## src/rtl/vga_console_pkg.sv

```systemverilog
// Shared definitions for the VGA console TTY front end: geometry, control
// character codes and the controller state encoding.
package vga_console_pkg;

    localparam int NUM_ROWS  = 3;
    localparam int NUM_COLS  = 10;
    localparam int NUM_CHARS = NUM_ROWS * NUM_COLS;

    localparam logic [6:0] CH_BS    = 7'h08;
    localparam logic [6:0] CH_LF    = 7'h0A;
    localparam logic [6:0] CH_FF    = 7'h0C;
    localparam logic [6:0] CH_CR    = 7'h0D;
    localparam logic [6:0] CH_SPACE = 7'h20;
    localparam logic [6:0] CH_TILDE = 7'h7E;

    typedef enum logic [1:0] {
        IDLE        = 2'd0,
        SCROLL_COPY = 2'd1,
        SCROLL_FILL = 2'd2,
        CLEAR       = 2'd3
    } state_e;

    // Glyphs that land in the buffer: space through tilde inclusive.
    function automatic logic is_printable(input logic [6:0] c);
        return (c >= CH_SPACE) && (c <= CH_TILDE);
    endfunction

endpackage

```

## src/rtl/vga_console_fill_seq.sv

```systemverilog
// Address sequencer for bulk buffer operations. Once started it walks
// 'length' consecutive cells from 'base', one per cycle. In copy mode each
// cell takes the data read from (cell + copy_offset); in fill mode it takes a
// space. 'done' is high during the final step.
module vga_console_fill_seq
    import vga_console_pkg::*;
#(
    parameter int ADDR_W = 5
) (
    input  logic              clk,
    input  logic              rst_n,
    input  logic              start,
    input  logic [ADDR_W-1:0] base,
    input  logic [ADDR_W:0]   length,
    input  logic [ADDR_W-1:0] copy_offset,
    input  logic              mode,
    input  logic [6:0]        rdata,
    output logic [ADDR_W-1:0] raddr,
    output logic [ADDR_W-1:0] waddr,
    output logic [6:0]        wdata,
    output logic              active,
    output logic              done
);

    logic              active_r;
    logic              mode_r;
    logic [ADDR_W-1:0] cnt_r;
    logic [ADDR_W-1:0] base_r;
    logic [ADDR_W:0]   len_r;
    logic [ADDR_W-1:0] off_r;

    // Current step addresses and data, and detection of the final step.
    always_comb begin
        waddr  = base_r + cnt_r;
        active = active_r;
        if (active_r) begin
            raddr = base_r + cnt_r + off_r;
        end else begin
            raddr = '0;
        end
        if (mode_r) begin
            wdata = rdata;
        end else begin
            wdata = CH_SPACE;
        end
        done = active_r && ({1'b0, cnt_r} == (len_r - {{ADDR_W{1'b0}}, 1'b1}));
    end

    // Step counter; a new start reloads the operation even on the final step.
    always_ff @(posedge clk or negedge rst_n) begin
        if (!rst_n) begin
            active_r <= 1'b0;
            mode_r   <= 1'b0;
            cnt_r    <= '0;
            base_r   <= '0;
            len_r    <= '0;
            off_r    <= '0;
        end else if (start) begin
            active_r <= 1'b1;
            mode_r   <= mode;
            cnt_r    <= '0;
            base_r   <= base;
            len_r    <= length;
            off_r    <= copy_offset;
        end else if (done) begin
            active_r <= 1'b0;
            cnt_r    <= '0;
        end else if (active_r) begin
            cnt_r    <= cnt_r + {{(ADDR_W-1){1'b0}}, 1'b1};
        end else begin
            cnt_r    <= cnt_r;
        end
    end

endmodule

```

## src/rtl/vga_console_tty_ctrl.sv

```systemverilog
// Terminal-style front end for the VGA console text buffer: consumes a
// character stream, tracks the cursor, writes glyphs and sequences scroll and
// clear through the buffer ports.
module vga_console_tty_ctrl #(
    parameter int NUM_ROWS = vga_console_pkg::NUM_ROWS,
    parameter int NUM_COLS = vga_console_pkg::NUM_COLS,
    parameter int ADDR_W   = 5
) (
    input  logic                        clk,
    input  logic                        rst_n,
    input  logic                        in_valid,
    input  logic [6:0]                  in_char,
    output logic                        in_ready,
    input  logic                        clear_req,
    output logic [ADDR_W-1:0]           buf_raddr,
    input  logic [6:0]                  buf_rdata,
    output logic                        buf_we,
    output logic [ADDR_W-1:0]           buf_waddr,
    output logic [6:0]                  buf_wdata,
    output logic [$clog2(NUM_ROWS)-1:0] cursor_row,
    output logic [$clog2(NUM_COLS)-1:0] cursor_col,
    output logic                        busy
);
    import vga_console_pkg::*;

    localparam int ROW_W     = $clog2(NUM_ROWS);
    localparam int COL_W     = $clog2(NUM_COLS);
    localparam int NUM_CELLS = NUM_ROWS * NUM_COLS;
    localparam int LAST_BASE = (NUM_ROWS - 1) * NUM_COLS;

    localparam logic [ROW_W-1:0] ROW_LAST = ROW_W'(NUM_ROWS - 1);
    localparam logic [COL_W-1:0] COL_LAST = COL_W'(NUM_COLS - 1);

    state_e            state_r;
    logic [ROW_W-1:0]  row_r;
    logic [COL_W-1:0]  col_r;
    logic              pend_clr_r;
    logic              buf_we_r;
    logic [ADDR_W-1:0] buf_waddr_r;
    logic [6:0]        buf_wdata_r;

    logic [ROW_W-1:0]  row_n_s;
    logic [COL_W-1:0]  col_n_s;
    logic              accept_s;
    logic              wr_char_s;
    logic              newline_s;
    logic              go_clr_s;
    logic              go_scroll_s;
    logic              go_fill_s;
    logic [ADDR_W-1:0] cur_addr_s;

    logic              seq_start_s;
    logic [ADDR_W-1:0] seq_base_s;
    logic [ADDR_W:0]   seq_len_s;
    logic [ADDR_W-1:0] seq_off_s;
    logic              seq_mode_s;
    logic [ADDR_W-1:0] seq_waddr_s;
    logic [6:0]        seq_wdata_s;
    logic              seq_active_s;
    logic              seq_done_s;

    assign in_ready   = (state_r == IDLE) & ~clear_req & ~pend_clr_r;
    assign accept_s   = in_valid & in_ready;
    assign busy       = (state_r != IDLE);
    assign buf_we     = buf_we_r;
    assign buf_waddr  = buf_waddr_r;
    assign buf_wdata  = buf_wdata_r;
    assign cursor_row = row_r;
    assign cursor_col = col_r;
    assign cur_addr_s = ADDR_W'(row_r) * ADDR_W'(NUM_COLS) + ADDR_W'(col_r);

    // Decode the accepted character and operation completions into cursor
    // updates and operation launches.
    always_comb begin
        row_n_s     = row_r;
        col_n_s     = col_r;
        wr_char_s   = 1'b0;
        newline_s   = 1'b0;
        go_clr_s    = 1'b0;
        go_scroll_s = 1'b0;
        go_fill_s   = 1'b0;
        if (state_r == IDLE) begin
            if (clear_req | pend_clr_r) begin
                go_clr_s = 1'b1;
            end else if (accept_s) begin
                if (is_printable(in_char)) begin
                    wr_char_s = 1'b1;
                    if (col_r == COL_LAST) begin
                        col_n_s   = '0;
                        newline_s = 1'b1;
                    end else begin
                        col_n_s = col_r + COL_W'(1);
                    end
                end else begin
                    case (in_char)
                        CH_LF: begin
                            col_n_s   = '0;
                            newline_s = 1'b1;
                        end
                        CH_CR: col_n_s = '0;
                        CH_BS: begin
                            if (col_r != '0) begin
                                col_n_s = col_r - COL_W'(1);
                            end else begin
                                col_n_s = col_r;
                            end
                        end
                        CH_FF:   go_clr_s = 1'b1;
                        default: col_n_s = col_r;
                    endcase
                end
                if (newline_s) begin
                    if (row_r != ROW_LAST) begin
                        row_n_s = row_r + ROW_W'(1);
                    end else begin
                        go_scroll_s = 1'b1;
                    end
                end else begin
                    row_n_s = row_r;
                end
            end else begin
                go_clr_s = 1'b0;
            end
        end else if (seq_done_s) begin
            if (state_r == SCROLL_COPY) begin
                go_fill_s = 1'b1;
            end else if (clear_req | pend_clr_r) begin
                go_clr_s = 1'b1;
            end else begin
                go_fill_s = 1'b0;
            end
        end else begin
            go_fill_s = 1'b0;
        end
        if (go_clr_s) begin
            row_n_s = '0;
            col_n_s = '0;
        end else begin
            row_n_s = row_n_s;
        end
    end

    // Sequencer setup for whichever bulk operation is being launched.
    always_comb begin
        seq_start_s = go_clr_s | go_scroll_s | go_fill_s;
        if (go_clr_s) begin
            seq_base_s = '0;
            seq_len_s  = (ADDR_W+1)'(NUM_CELLS);
            seq_off_s  = '0;
            seq_mode_s = 1'b0;
        end else if (go_scroll_s) begin
            seq_base_s = '0;
            seq_len_s  = (ADDR_W+1)'(LAST_BASE);
            seq_off_s  = ADDR_W'(NUM_COLS);
            seq_mode_s = 1'b1;
        end else begin
            seq_base_s = ADDR_W'(LAST_BASE);
            seq_len_s  = (ADDR_W+1)'(NUM_COLS);
            seq_off_s  = '0;
            seq_mode_s = 1'b0;
        end
    end

    vga_console_fill_seq #(
        .ADDR_W (ADDR_W)
    ) u_fill_seq (
        .clk         (clk),
        .rst_n       (rst_n),
        .start       (seq_start_s),
        .base        (seq_base_s),
        .length      (seq_len_s),
        .copy_offset (seq_off_s),
        .mode        (seq_mode_s),
        .rdata       (buf_rdata),
        .raddr       (buf_raddr),
        .waddr       (seq_waddr_s),
        .wdata       (seq_wdata_s),
        .active      (seq_active_s),
        .done        (seq_done_s)
    );

    // Controller state, cursor, pending clear and registered buffer write port.
    always_ff @(posedge clk or negedge rst_n) begin
        if (!rst_n) begin
            state_r     <= IDLE;
            row_r       <= '0;
            col_r       <= '0;
            pend_clr_r  <= 1'b0;
            buf_we_r    <= 1'b0;
            buf_waddr_r <= '0;
            buf_wdata_r <= '0;
        end else begin
            row_r <= row_n_s;
            col_r <= col_n_s;
            if (wr_char_s) begin
                buf_we_r    <= 1'b1;
                buf_waddr_r <= cur_addr_s;
                buf_wdata_r <= in_char;
            end else if (seq_active_s) begin
                buf_we_r    <= 1'b1;
                buf_waddr_r <= seq_waddr_s;
                buf_wdata_r <= seq_wdata_s;
            end else begin
                buf_we_r    <= 1'b0;
            end
            if (go_clr_s) begin
                pend_clr_r <= 1'b0;
            end else if (clear_req && (state_r != IDLE)) begin
                pend_clr_r <= 1'b1;
            end else begin
                pend_clr_r <= pend_clr_r;
            end
            case (state_r)
                IDLE: begin
                    if (go_clr_s) begin
                        state_r <= CLEAR;
                    end else if (go_scroll_s) begin
                        state_r <= SCROLL_COPY;
                    end else begin
                        state_r <= IDLE;
                    end
                end
                SCROLL_COPY: begin
                    if (go_fill_s) begin
                        state_r <= SCROLL_FILL;
                    end else begin
                        state_r <= SCROLL_COPY;
                    end
                end
                SCROLL_FILL, CLEAR: begin
                    if (go_clr_s) begin
                        state_r <= CLEAR;
                    end else if (seq_done_s) begin
                        state_r <= IDLE;
                    end else begin
                        state_r <= state_r;
                    end
                end
                default: state_r <= IDLE;
            endcase
        end
    end

endmodule
```

## config.mk

```make
export PLATFORM = sky130hd
export DESIGN_NAME = vga_console_tty_ctrl
export DESIGN_NICKNAME = d
export VERILOG_FILES = /design/src/rtl/vga_console_pkg.sv /design/src/rtl/vga_console_fill_seq.sv /design/src/rtl/vga_console_tty_ctrl.sv
export SDC_FILE = /design/constraint.sdc
export NUM_CORES = 1
export LEC_CHECK = 0
export CAP_MARGIN = 30
export CORE_UTILIZATION = 51
export CTS_CLUSTER_DIAMETER = 120
export DETAILED_ROUTE_END_ITERATION = 7
export GPL_ROUTABILITY_DRIVEN = 0
export PLACE_DENSITY = 0.8
export SLEW_MARGIN = 20
export SYNTH_ARGS = -nofsm -noshare
export SYNTH_HDL_FRONTEND = slang
export SYNTH_SLANG_ARGS = --single-unit
```

## constraint.sdc

```tcl
create_clock -name clk -period 2.4 [get_ports clk]
set_input_delay 0.36 -clock clk [delete_from_list [all_inputs] [get_ports clk]]
set_output_delay 0.36 -clock clk [all_outputs]
set_load 0.005 [all_outputs]
```

-- Word-level counts from Yosys, hierarchy flattened
Cells that the tools add are included.
- flip-flop bits (word level): 45
- latch bits: 0
- memory bits (writable): 0
- memory bits (read-only): 0
- input port bits: 18
- word-level logic and storage cells: 133
- memories: 0
- $add $sub $neg: 8
- multiply operators: 1
- divide/modulo/power cells: 0
- magnitude comparators: 2
- eq/ne operators: 13
- shift operators: 0
- muxes and demuxes: 69
- bitwise operators: 8
- reduce and logical (&&, ||, !) cells: 19
- operator list (kind ; count):
    $mux W5 ; 10
    $mux W4 ; 9
    $mux W1 ; 35
    $eq A7 B4 Y1 const B ; 4
    $mux W7 ; 3
    $mux W2 ; 10
    $reduce_bool A2 Y1 ; 8
    $add A5 B5 Y5 ; 2
    $reduce_and A5 Y1 ; 2
    $pmux W4 S2 ; 1
    $reduce_bool A4 Y1 ; 2
    $ge A7 B6 Y1 const B ; 1
    $le A7 B7 Y1 const B ; 1
    $eq A5 B6 Y1 ; 1
    $pmux W2 S3 ; 1
    $sub A6 B1 Y6 const B ; 1
    $add A5 B1 Y5 const B ; 1
    $add A5 B4 Y5 ; 1
    $add A4 B1 Y4 const B ; 1
    $eq A2 B2 Y1 const B ; 2
    $eq A4 B4 Y1 const B ; 1
    $mul A2 B3 Y4 const B ; 1
    $ne A2 B2 Y1 const B ; 2
    $ne A4 B4 Y1 const B ; 1
    11 further kinds ; 19

-- Logic depth before layout (Yosys ltp)
Gate-level depths: netlist of the first run.
- word-level depth: 14
- gate-level depth with buffers: 8
- gate-level depth less buffers: 8

-- Hierarchy
A second synthesis of the first run with hierarchy kept.
- cell total of the unflattened synthesis: 292
- area total of the unflattened synthesis: 2902.8 um2
- by module, submodules not included (module ; instances ; cells each ; area each (um2) ; seq. area each (um2)):
    vga_console_fill_seq ; 1 ; 140 ; 1461.4 ; 575.6
    vga_console_tty_ctrl ; 1 ; 152 ; 1441.4 ; 550.5

-- Worst setup path before layout of the first run
OpenSTA, ideal clock, no wires.
- kind: reg2reg
- start point: register col_r[0] (netlist: cursor_col[0])
- end point: register col_r[0] (netlist: cursor_col[0])
- library setup time: 65 ps
- data arrival time: 1951 ps
- required time: 2335 ps
- slack: 383 ps
- stages on the path, launching flop included: 9
- buffers on the path: 0
- path through: dfrtp_1 inv_1 ha_1 nor4b_1 or3_1 a21oi_1 o32ai_2 or4_1 nand2_1
- word-level cells in the longest chain between the ends: 8
- elaborated cells on any way between the ends: 14
- classes of those cells: add/sub (2); eq/ne (2); mux (8); reduce/logical (2)
- ends and longest elaborated chain (element ; RTL line ; RTL):
    start, declared ; vga_console_tty_ctrl.sv:36 ; logic [COL_W-1:0] col_r;
    start signal, assigned ; vga_console_tty_ctrl.sv:194 ; col_r <= col_n_s;
    $sub A4 B1 Y4 ; vga_console_tty_ctrl.sv:103 ; col_n_s = col_r - COL_W'(1);
    $mux W4 ; vga_console_tty_ctrl.sv:102 ; if (col_r != '0) begin
    $pmux W4 S2 ; vga_console_tty_ctrl.sv:95 ; case (in_char)
    $mux W4 ; vga_console_tty_ctrl.sv:86 ; if (is_printable(in_char)) begin
    $mux W4 ; vga_console_tty_ctrl.sv:85 ; end else if (accept_s) begin
    $mux W4 ; vga_console_tty_ctrl.sv:83 ; if (clear_req | pend_clr_r) begin
    $mux W4 ; vga_console_tty_ctrl.sv:82 ; if (state_r == IDLE) begin
    $mux W4 ; vga_console_tty_ctrl.sv:135 ; if (go_clr_s) begin
Parallel ways exist; a longest one is shown, timed or not. The select of a mux whose other input is x is not followed.
A chain may end at the register's enable or synchronous reset.

-- Worst setup path in the final report of the first run
- start point: register u_fill_seq.base_r[2]
- end point: output port buf_raddr[3]
- word-level cells in the longest chain between the ends: 3
- ends and longest elaborated chain (element ; RTL line ; RTL):
    start, declared ; vga_console_fill_seq.sv:28 ; logic [ADDR_W-1:0] base_r;
    start signal, assigned ; vga_console_fill_seq.sv:62 ; base_r <= base;
    $add A5 B5 Y5 (2 in a row) ; vga_console_fill_seq.sv:37 ; raddr = base_r + cnt_r + off_r;
    $mux W5 ; vga_console_fill_seq.sv:36 ; if (active_r) begin
    end, declared ; vga_console_tty_ctrl.sv:15 ; output logic [ADDR_W-1:0] buf_raddr,
Every way passes these cells.

==> results_dict.tcl, run 1 <==
set metrics [dict create \
    status "complete, no violations" \
    rr_endpoint "cursor_col[3]" \
    synth_common_cells "32 x dfrtp_1, 27 x nor2_1, 21 x a21oi_1" \
    rsz0062_at_grt "no" \
    wl_met2_um 2440 \
    finalClockSkew_ns 0.00315 \
    grt-ovfl-total 0 \
    grt_max_degree 33 \
    syn_inst 224 \
    top_layer_used "met4" \
    timing.hold.ws_ns 0.478 \
    n_fill_cell 270 \
    synth_edf_count 0 \
    clock-sinks 32 \
    crit-reg2reg-launch "u_fill_seq.len_r[3]" \
    layout_min_cycle_time_ns 2.33 \
    via_per_inst 5.53 \
    synthFlopType "dfrtp_1" \
    floorplan.initialDensity_pct 55.4 \
    crit_buf_inv 2 \
    layout-drive-gt1-share_pct 18.4 \
    drtAntennaViolNets 0 \
    finalCritPeriodShare_pct 96.9 \
    fin_nets 334 \
    num_vias 1918 \
    critPathLaunch "u_fill_seq.base_r[2]" \
    synth_area_leaders "dfrtp_1 38%, ha_1 10%, a21oi_1 5.0%" \
    area_growth_pct 39.7 \
    pwr-share-seq_pct 30.7 \
    max_stage_delay_ns 0.39 \
    async_flop_share_pct 100 \
    r2r_cells 8 \
    syn_area_per_cell_sq_um 9.40 \
    finalPower_mw 2.97 \
    synth-seq-area-share_pct 38.0 \
    arrival_ns 1.97 \
    fp.dieW_um 66.2 \
    io_buffers 43 \
    rows 22 \
    hp-class "in2async" \
    synth_top_cell_by_area "dfrtp_1" \
    synth_nets 260 \
    drt-met1-wl_um 2380 \
    synth_area_sq_um 2100 \
    ios 44 \
    cts_buffers 5 \
    grt.total_usage_pct 25.6 \
    clock-root-buffer "clkbuf_8" \
    antenna_found_initial 0 \
    intPower_mw 1.86 \
    drc 0 \
    p_sw_share_pct 37.5 \
    ff2ff_setup_slack_ns 0.20 \
    multiInputGateArea_sq_um 1280 \
    wire_per_inst_um 14.7 \
    antenna_cells 0 \
    netlist.area_leader.share_pct 38.0 \
    critPathMostFrequentCell "ha_4" \
    path_cells "ha_2, ha_4, ha_4, buf_4, xor2_1, and2_1, clkdlybuf4s15_1" \
    dpl.hpwl_um 3770 \
    fmax_mhz 430 \
    clockBufferDepth 2 \
    grt_pass1_wl_um 8310 \
    wl_um 5110 \
    drt_iter0_drc 92 \
    die_y_um 66.2 \
    critical_path_class "reg2out" \
    die_area_sq_um 4390 \
    leakagePower_nw 1.35 \
    grt_pass1_vias 1794 \
    p_clk_share_pct 14.1 \
    cp-start-kind "flip-flop" \
    slew_violations 0 \
    max_slew_margin_pct 69.7 \
    crit_slowest_cell "dfrtp_1" \
    cts_tree "yes" \
    switching_power_mw 1.11 \
    cp_num_cells 7 \
    crit_path_end "buf_raddr[3]" \
    seqCellArea_sq_um 801 \
    clkTransAtPathRegs_ns 0.06 \
    route.met3.wl_um 222 \
    ys.warnings.count 0 \
    comb_power_share_pct 55.2 \
    ir_drop_v 0.000730 \
    hold_viol 0 \
    worstMarginPinSlew_ns 0.452 \
    p_per_area_nw_per_um2 1010 \
    crit_family "adder cells" \
    cts_hold_buf 0 \
    ys_types 53 \
    required_ns 2.04 \
    synth_most_common_cell "dfrtp_1" \
    core_area_sq_um 3800 \
    worstSetupEndpointType "primary output" \
    worstSkewPairLatency_ns 0.28 \
    ys_seq_elements 32 \
    cp_max_fo 2 \
    drt_first_pass_iters 5 \
    max-cap-violations 0 \
    htree_levels 2 \
    setup_viol 0 \
]
==> worst min-delay path by stage <==
| stage | slack, ns | cells past startpoint | to | startpoint |
|---|---|---|---|---|
| 2_1_floorplan | 0.06 | 0 | buf_waddr[0] | rst_n |
| 3_3_place_gp | 0.48 | 2 | state_r[0] | state_r[0] |
| 3_5_place_dp | 0.48 | 2 | state_r[0] | state_r[0] |
| 4_1_cts | 0.49 | 2 | state_r[1] | rst_n |
| 5_1_grt | 0.52 | 2 | buf_waddr[0] | rst_n |
| 6_report | 0.48 | 2 | u_fill_seq.active | rst_n |
==> layout make-up <==
| type | instances | area share (%) |
|---|---|---|
| Sequential cell | 32 | 27.2 |
| Multi-Input combinational cell | 175 | 43.6 |
| Timing Repair Buffer | 73 | 22.6 |
| Clock inverter | 2 | 0.341 |
| Tap cell | 48 | 2.04 |
| Clock buffer | 6 | 2.81 |
| Inverter | 11 | 1.40 |
==> sequential cells by signal (all words and copies together) (netlist names) <==
name / cells
u_fill_seq.active: 1
cursor_col: 4
u_fill_seq.cnt_r: 5
u_fill_seq.len_r: 2
cursor_row: 2
u_fill_seq.off_r: 1
buf_we: 1
buf_waddr: 5
u_fill_seq.base_r: 1
state_r: 2
pend_clr_r: 1
buf_wdata: 7
==> power by group through the flow <==
stage	combinational [mW]	clock, mW	sequential, mW
final	1.64	0.419	0.911
after global placement	1.48	0	0.897
after global routing	1.81	0.456	0.930
after floorplan	0.831	0	0.906
after CTS	1.59	0.428	0.906
after detailed placement	1.53	0	0.910
==> layer usage <==
metal  global-route usage [%]  vias up
met2                     43.2       49
met4                     9.04        0
li1                         -      942
met3                     4.14        7
met5                        0        -
met1                     32.9      920
==> cell usage in the layout (no fill, tap or decap), drive strengths merged, types with 8 or more instances in the layout <==
master | synthesis | final
a21oi | 21 | 21
buf | 2 | 30
clkdlybuf4s50 | 0 | 41
dfrtp | 32 | 32
ha | 17 | 17
inv | 11 | 11
nand2 | 18 | 18
nor2 | 27 | 27
o21ai | 8 | 8
==> stage by stage <==
step                setup slack, ns  std cells  utilization [%]  setup TNS, ns  instance area (sq um)
floorplan                     0.383        224                -              0                   2100
global placement            -0.0212        335             73.2        -0.0212                   2780
detailed placement          -0.0996        335             73.2         -0.218                   2780
CTS                          0.0388        344             76.8              0                   2920
global route                0.00194        347             77.4              0                   2940
finish                       0.0734        347             77.4              0                   2940
==> logic make-up after synthesis <==
logic type               after synthesis  share of synthesized area (%)
AND/OR/NAND/NOR                       88                           23.5
AO/OA/AOI/OAI                         48                           14.9
flip-flops                            32                           38.1
adder cells (fa/ha/maj)               18                           11.1
buffers and inverters                 17                           3.09
XOR/XNOR                              14                           5.83
multiplexers                           7                           3.51
==> timing repair <==
action / 4_1_cts / 5_1_grt
endpoints found under the setup margin: 2 / 2
resized for setup: 7 / 3
setup buffers: 1 / 3
pin swaps: 2 / 2
Power figures use the tool's default switching activity.
==> run 2: changes to the inputs <==
- CORE_ASPECT_RATIO: unset -> 1.25
- SETUP_SLACK_MARGIN: unset -> 0.3
==> results_dict.tcl, run 2 (synthesized netlist as in run 1, its figures left out) <==
set metrics [dict create \
    critPathLaunch "u_fill_seq.base_r[2]" \
    hp-class "in2reg" \
    leakagePower_nw 1.46 \
    required_ns 2.04 \
    area_growth_pct 48.1 \
    comb_power_share_pct 57.2 \
    arrival_ns 1.86 \
    crit-reg2reg-launch "u_fill_seq.len_r[3]" \
    final_cells 357 \
    core_area_sq_um 3880 \
    dpl.hpwl_um 3710 \
    status "complete, no violations" \
    largest_reg_flops 7 \
    place_area_sq_um 2740 \
    cp_max_fo 2 \
    setup_viol 0 \
    n_fill_cell 267 \
    wl_um 5720 \
    grt_pass1_vias 1892 \
    path_cells "ha_4, ha_4, ha_4, buf_6, xor2_1, and2_1, buf_2" \
    htree_levels 2 \
    cts_buffers 5 \
    fin_nets 339 \
    finalCritPeriodShare_pct 92.6 \
    cp-start-kind "flip-flop" \
    p_sw_share_pct 38.7 \
    grt_max_degree 33 \
    grt.total_usage_pct 27.1 \
    drc 0 \
    ios 44 \
    final_cell_mix "33 x clkdlybuf4s50_1, 32 x buf_4, 30 x dfrtp_1" \
    max_stage_delay_ns 0.41 \
    layout_min_cycle_time_ns 2.22 \
    multiInputGateArea_sq_um 1400 \
    die_area_sq_um 4390 \
    die_y_um 73.8 \
    final_area_sq_um 3120 \
    p_per_area_nw_per_um2 1020 \
    switching_power_mw 1.23 \
    clkTransAtPathRegs_ns 0.07 \
    drtAntennaViolNets 0 \
    setup_ws_ns 0.179 \
    cts_tree "yes" \
    floorplan.initialDensity_pct 54.3 \
    cp_num_cells 7 \
    dp.cells 336 \
    grt_pass1_wl_um 8690 \
    finish.utilization_pct 80.4 \
    pwr-share-seq_pct 28.6 \
    hold_viol 0 \
    seqCellArea_sq_um 803 \
    crit_slowest_cell "dfrtp_1" \
    wire_per_inst_um 16.0 \
    via_per_inst 5.60 \
    num_vias 2000 \
    io_buffers 43 \
    clock-root-buffer "clkbuf_8" \
    critPathMostFrequentCell "ha_4" \
    crit_family "adder cells" \
    max-cap-violations 0 \
    r2r_cells 8 \
    antenna_found_initial 0 \
    final_common_cell "clkdlybuf4s50_1" \
    worstSkewPairLatency_ns 0.29 \
    crit_path_end "buf_raddr[3]" \
    p_clk_share_pct 14.2 \
    fp.dieW_um 59.5 \
    worstMarginPinSlew_ns 0.637 \
    intPower_mw 1.96 \
    critical_path_class "reg2out" \
    ff2ff_setup_slack_ns 0.31 \
    crit_buf_inv 2 \
    rr_endpoint "cursor_col[0]" \
    rsz0062_at_grt "yes" \
    pre_cts_slack_ns -0.0803 \
    rows 25 \
    cts_hold_buf 0 \
    ir_drop_v 0.000613 \
    fmax_mhz 450 \
    drt_iter0_drc 87 \
    grt-ovfl-total 0 \
    antenna_cells 0 \
    clockBufferDepth 2 \
    finalClockSkew_ns 0.00712 \
    slew_violations 0 \
    max_slew_margin_pct 57.1 \
    drt_first_pass_iters 4 \
    worstSetupEndpointType "primary output" \
    layout-drive-gt1-share_pct 26.1 \
    clock-sinks 32 \
]
run 2: cell count changes in the layout (fill, tap and decap cells not counted), moves of 3 or more:
cell / before / now
ha_1: 14 / 10
dlymetal6s2s_1: 0 / 6
clkdlybuf4s50_1: 41 / 33
buf_4: 29 / 32
buf_6: 0 / 3
run 2: worst min-delay path: stages:
cell and delay, ns:
dlymetal6s2s_1 0.16, nor2_1 0.12, a21oi_1 0.04
run 2: through the flow:
stage | power [mW] | TNS, ns | hold WS [ns]
after global routing | 3.41 | 0 | 0.437
after CTS | 3.05 | 0 | 0.484
final | 3.19 | 0 | 0.430
after floorplan | 1.74 | 0 | 0.0644
after detailed placement | 2.43 | -0.188 | 0.484
after global placement | 2.37 | -0.0309 | 0.469
run 2: per-layer routing:
metal,track usage [%],wire length [um]
met1,32.5,2330
met2,47.1,3050
met3,5.11,228
met4,10.6,114
met5,0,0
run 2: worst min path at each step:
stage | from | to | slack (ns) | cells past startpoint
floorplan | rst_n | buf_waddr[0] | 0.06 | 0
global placement | state_r[0] | state_r[0] | 0.47 | 2
detailed placement | state_r[0] | state_r[0] | 0.48 | 2
CTS | rst_n | cursor_col[3] | 0.48 | 2
global route | in_char[6] | buf_wdata[6] | 0.44 | 3
finish | in_char[6] | buf_wdata[6] | 0.43 | 3
run 2: power by group through the flow:
stage | sequential (mW) | clock (mW) | combinational (mW)
final | 0.912 | 0.451 | 1.82
after detailed placement | 0.904 | 0 | 1.53
after CTS | 0.904 | 0.456 | 1.69
after global routing | 0.928 | 0.476 | 2.00
after floorplan | 0.906 | 0 | 0.831
after global placement | 0.896 | 0 | 1.47
run 2: final cells by class:
cell class	instances	share of cell area, %
clock buffer	7	3.09
multi-input combinational	175	45.0
inverter	11	1.32
tap	54	2.17
sequential	32	25.8
timing repair buffer	78	22.7
run 2: repair_timing:
action / CTS / global route
pin swaps: 6 / 15
gates resized for setup: 27 / 22
setup endpoints to repair: 10 / 18
setup buffers: 6 / 8
==> run 3: changes to the inputs <==
- CELL_PAD_IN_SITES_DETAIL_PLACEMENT: unset -> 1
- CELL_PAD_IN_SITES_GLOBAL_PLACEMENT: unset -> 2
- CORE_UTILIZATION: 51 -> 31
- PLACE_DENSITY: 0.8 -> unset
- PLACE_DENSITY_LB_ADDON: unset -> 0.1
- SLEW_MARGIN: 20 -> 40
==> results_dict.tcl, run 3 (synthesized netlist as in run 1, its figures left out) <==
set metrics [dict create \
    leakagePower_nw 1.52 \
    die_area_sq_um 7120 \
    finish.utilization_pct 49.7 \
    p_sw_share_pct 37.5 \
    wire_per_inst_um 15.9 \
    fmax_mhz 446 \
    htree_levels 2 \
    die_y_um 94.1 \
    io_buffers 43 \
    crit_buf_inv 1 \
    clock-root-buffer "clkbuf_8" \
    grt_pass1_wl_um 9600 \
    core_area_sq_um 6570 \
    clkTransAtPathRegs_ns 0.07 \
    largest_reg_flops 7 \
    ios 44 \
    cts_buffers 5 \
    setup_viol 0 \
    switching_power_mw 1.22 \
    ir_drop_v 0.000405 \
    max_stage_delay_ns 0.42 \
    busiest_layer "met2" \
    worstMarginPinSlew_ns 0.618 \
    final_common_cell "buf_4" \
    fp.dieW_um 75.7 \
    finalClockSkew_ns 0.00460 \
    critPathMostFrequentCell "ha_4" \
    floorplan.initialDensity_pct 32.1 \
    rows 33 \
    met1_usage_pct 21.1 \
    antenna_cells 0 \
    cp-start-kind "flip-flop" \
    pwr-share-seq_pct 28.2 \
    clockBufferDepth 2 \
    n_fill_cell 746 \
    grt_max_degree 33 \
    drt_first_pass_iters 3 \
    dpl.hpwl_um 4580 \
    cts_tree "yes" \
    clock-sinks 32 \
    hold_viol 0 \
    crit_slowest_cell "dfrtp_1" \
    layout-drive-gt1-share_pct 27.6 \
    layout_min_cycle_time_ns 2.24 \
    cp_max_fo 2 \
    path_cells "ha_4, ha_4, ha_4, a31oi_4, xnor2_1, and2_1, buf_2" \
    cp_num_cells 7 \
    comb_power_share_pct 55.7 \
    slew_violations 0 \
    num_vias 1966 \
    grtUsageMet3_pct 3.76 \
    cts_hold_buf 0 \
    grt_use_met2_pct 33.4 \
    area_growth_pct 55.2 \
    max_slew_margin_pct 58.4 \
    crit_family "adder cells" \
    wl_um 6300 \
    critical_path_class "reg2out" \
    grt.total_usage_pct 18.4 \
    hold_depth 4 \
    arrival_ns 1.88 \
    status "complete, no violations" \
    max-cap-violations 0 \
    drt_iter0_drc 57 \
    grt-ovfl-total 0 \
    antenna_found_initial 0 \
    hp-class "in2reg" \
    finalCritPeriodShare_pct 93.5 \
    intPower_mw 2.03 \
    fin_nets 343 \
    final_cell_mix "35 x buf_4, 34 x clkdlybuf4s50_1, 30 x dfrtp_1" \
    drc 0 \
    worstSetupEndpointType "primary output" \
    drtAntennaViolNets 0 \
    finalPower_mw 3.25 \
    required_ns 2.04 \
    p_per_area_nw_per_um2 994 \
    grt_pass1_vias 1967 \
    rsz0062_at_grt "yes" \
    worstSkewPairLatency_ns 0.29 \
    p_clk_share_pct 16.1 \
    via_per_inst 4.98 \
    r2r_cells 8 \
]
[run 3: cell types whose count changed in the layout (fill, tap and decap cells not counted), moves of 2 or more]
cell / delta
buf_12: +2
buf_4: +3
clkbuf_8: -2
dlygate4sd2_1: -2
nor2_1: +2
nor2_2: -2
nor4b_4: +2
[run 3: area by class of cell]
class                      count  area [sq um]  share of cell area (%)
sequential                    32           803                    24.6
tap                           87           109                    3.33
clock inverter                 2          35.0                    1.07
timing repair buffer          82           763                    23.4
inverter                      11          41.3                    1.26
multi-input combinational    175          1440                    44.1
clock buffer                   6          72.6                    2.22
[run 3: timing repair]
action                     CTS  global route
setup buffers                5             6
setup endpoints to repair   17            19
gates resized for setup     26            27
cloned                       0             0
pin swaps                    7            13
[run 3: power groups by stage]
stage,clock network [mW],logic (mW),registers [mW]
after floorplan,0,0.831,0.906
after global placement,0,1.55,0.918
after detailed placement,0,1.58,0.917
after CTS,0.538,1.73,0.913
after global routing,0.551,2.02,0.944
final,0.522,1.81,0.917
[run 3: worst paths after layout]
path,from,to,slack [ns]
min,in_char[3],buf_wdata[3],0.48
max in group asynchronous,rst_n,u_fill_seq.off_r[1],1.58
max reg2reg,u_fill_seq.len_r[3],cursor_col[0],0.29
min reg2reg,state_r[0],state_r[0],0.51
max,u_fill_seq.base_r[2],buf_raddr[4],0.16
min in group asynchronous,rst_n,state_r[0],0.49
[run 3: worst register-to-register path, stage by stage (launching register included)]
cell	delay (ns)
dfrtp_1	0.39
buf_4	0.14
ha_2	0.18
xor2_1	0.16
nand3_2	0.18
nor3_4	0.28
o32ai_4	0.14
or4_1	0.51
nand2_1	0.07
[run 3: stage by stage]
stage / hold slack (ns) / TNS (ns) / cell area, sq um / setup WS, ns / cells
finish: 0.481 / 0 / 3270 / 0.157 / 395
global route: 0.501 / 0 / 3270 / 0.0806 / 395
CTS: 0.501 / 0 / 3080 / 0.150 / 389
detailed placement: 0.487 / -1.26 / 2840 / -0.198 / 376
global placement: 0.480 / -0.970 / 2840 / -0.179 / 376
floorplan: 0.0644 / 0 / 2100 / 0.383 / 224
[run 3: per-layer routing]
layer | up-vias | routed length [um] | part of all wire (%)
li1 | 954 | - | -
met1 | 972 | 2650 | 42
met2 | 27 | 3380 | 54
met3 | 13 | 140 | 2.2
met4 | 0 | 127 | 2.0
met5 | - | 0 | 0
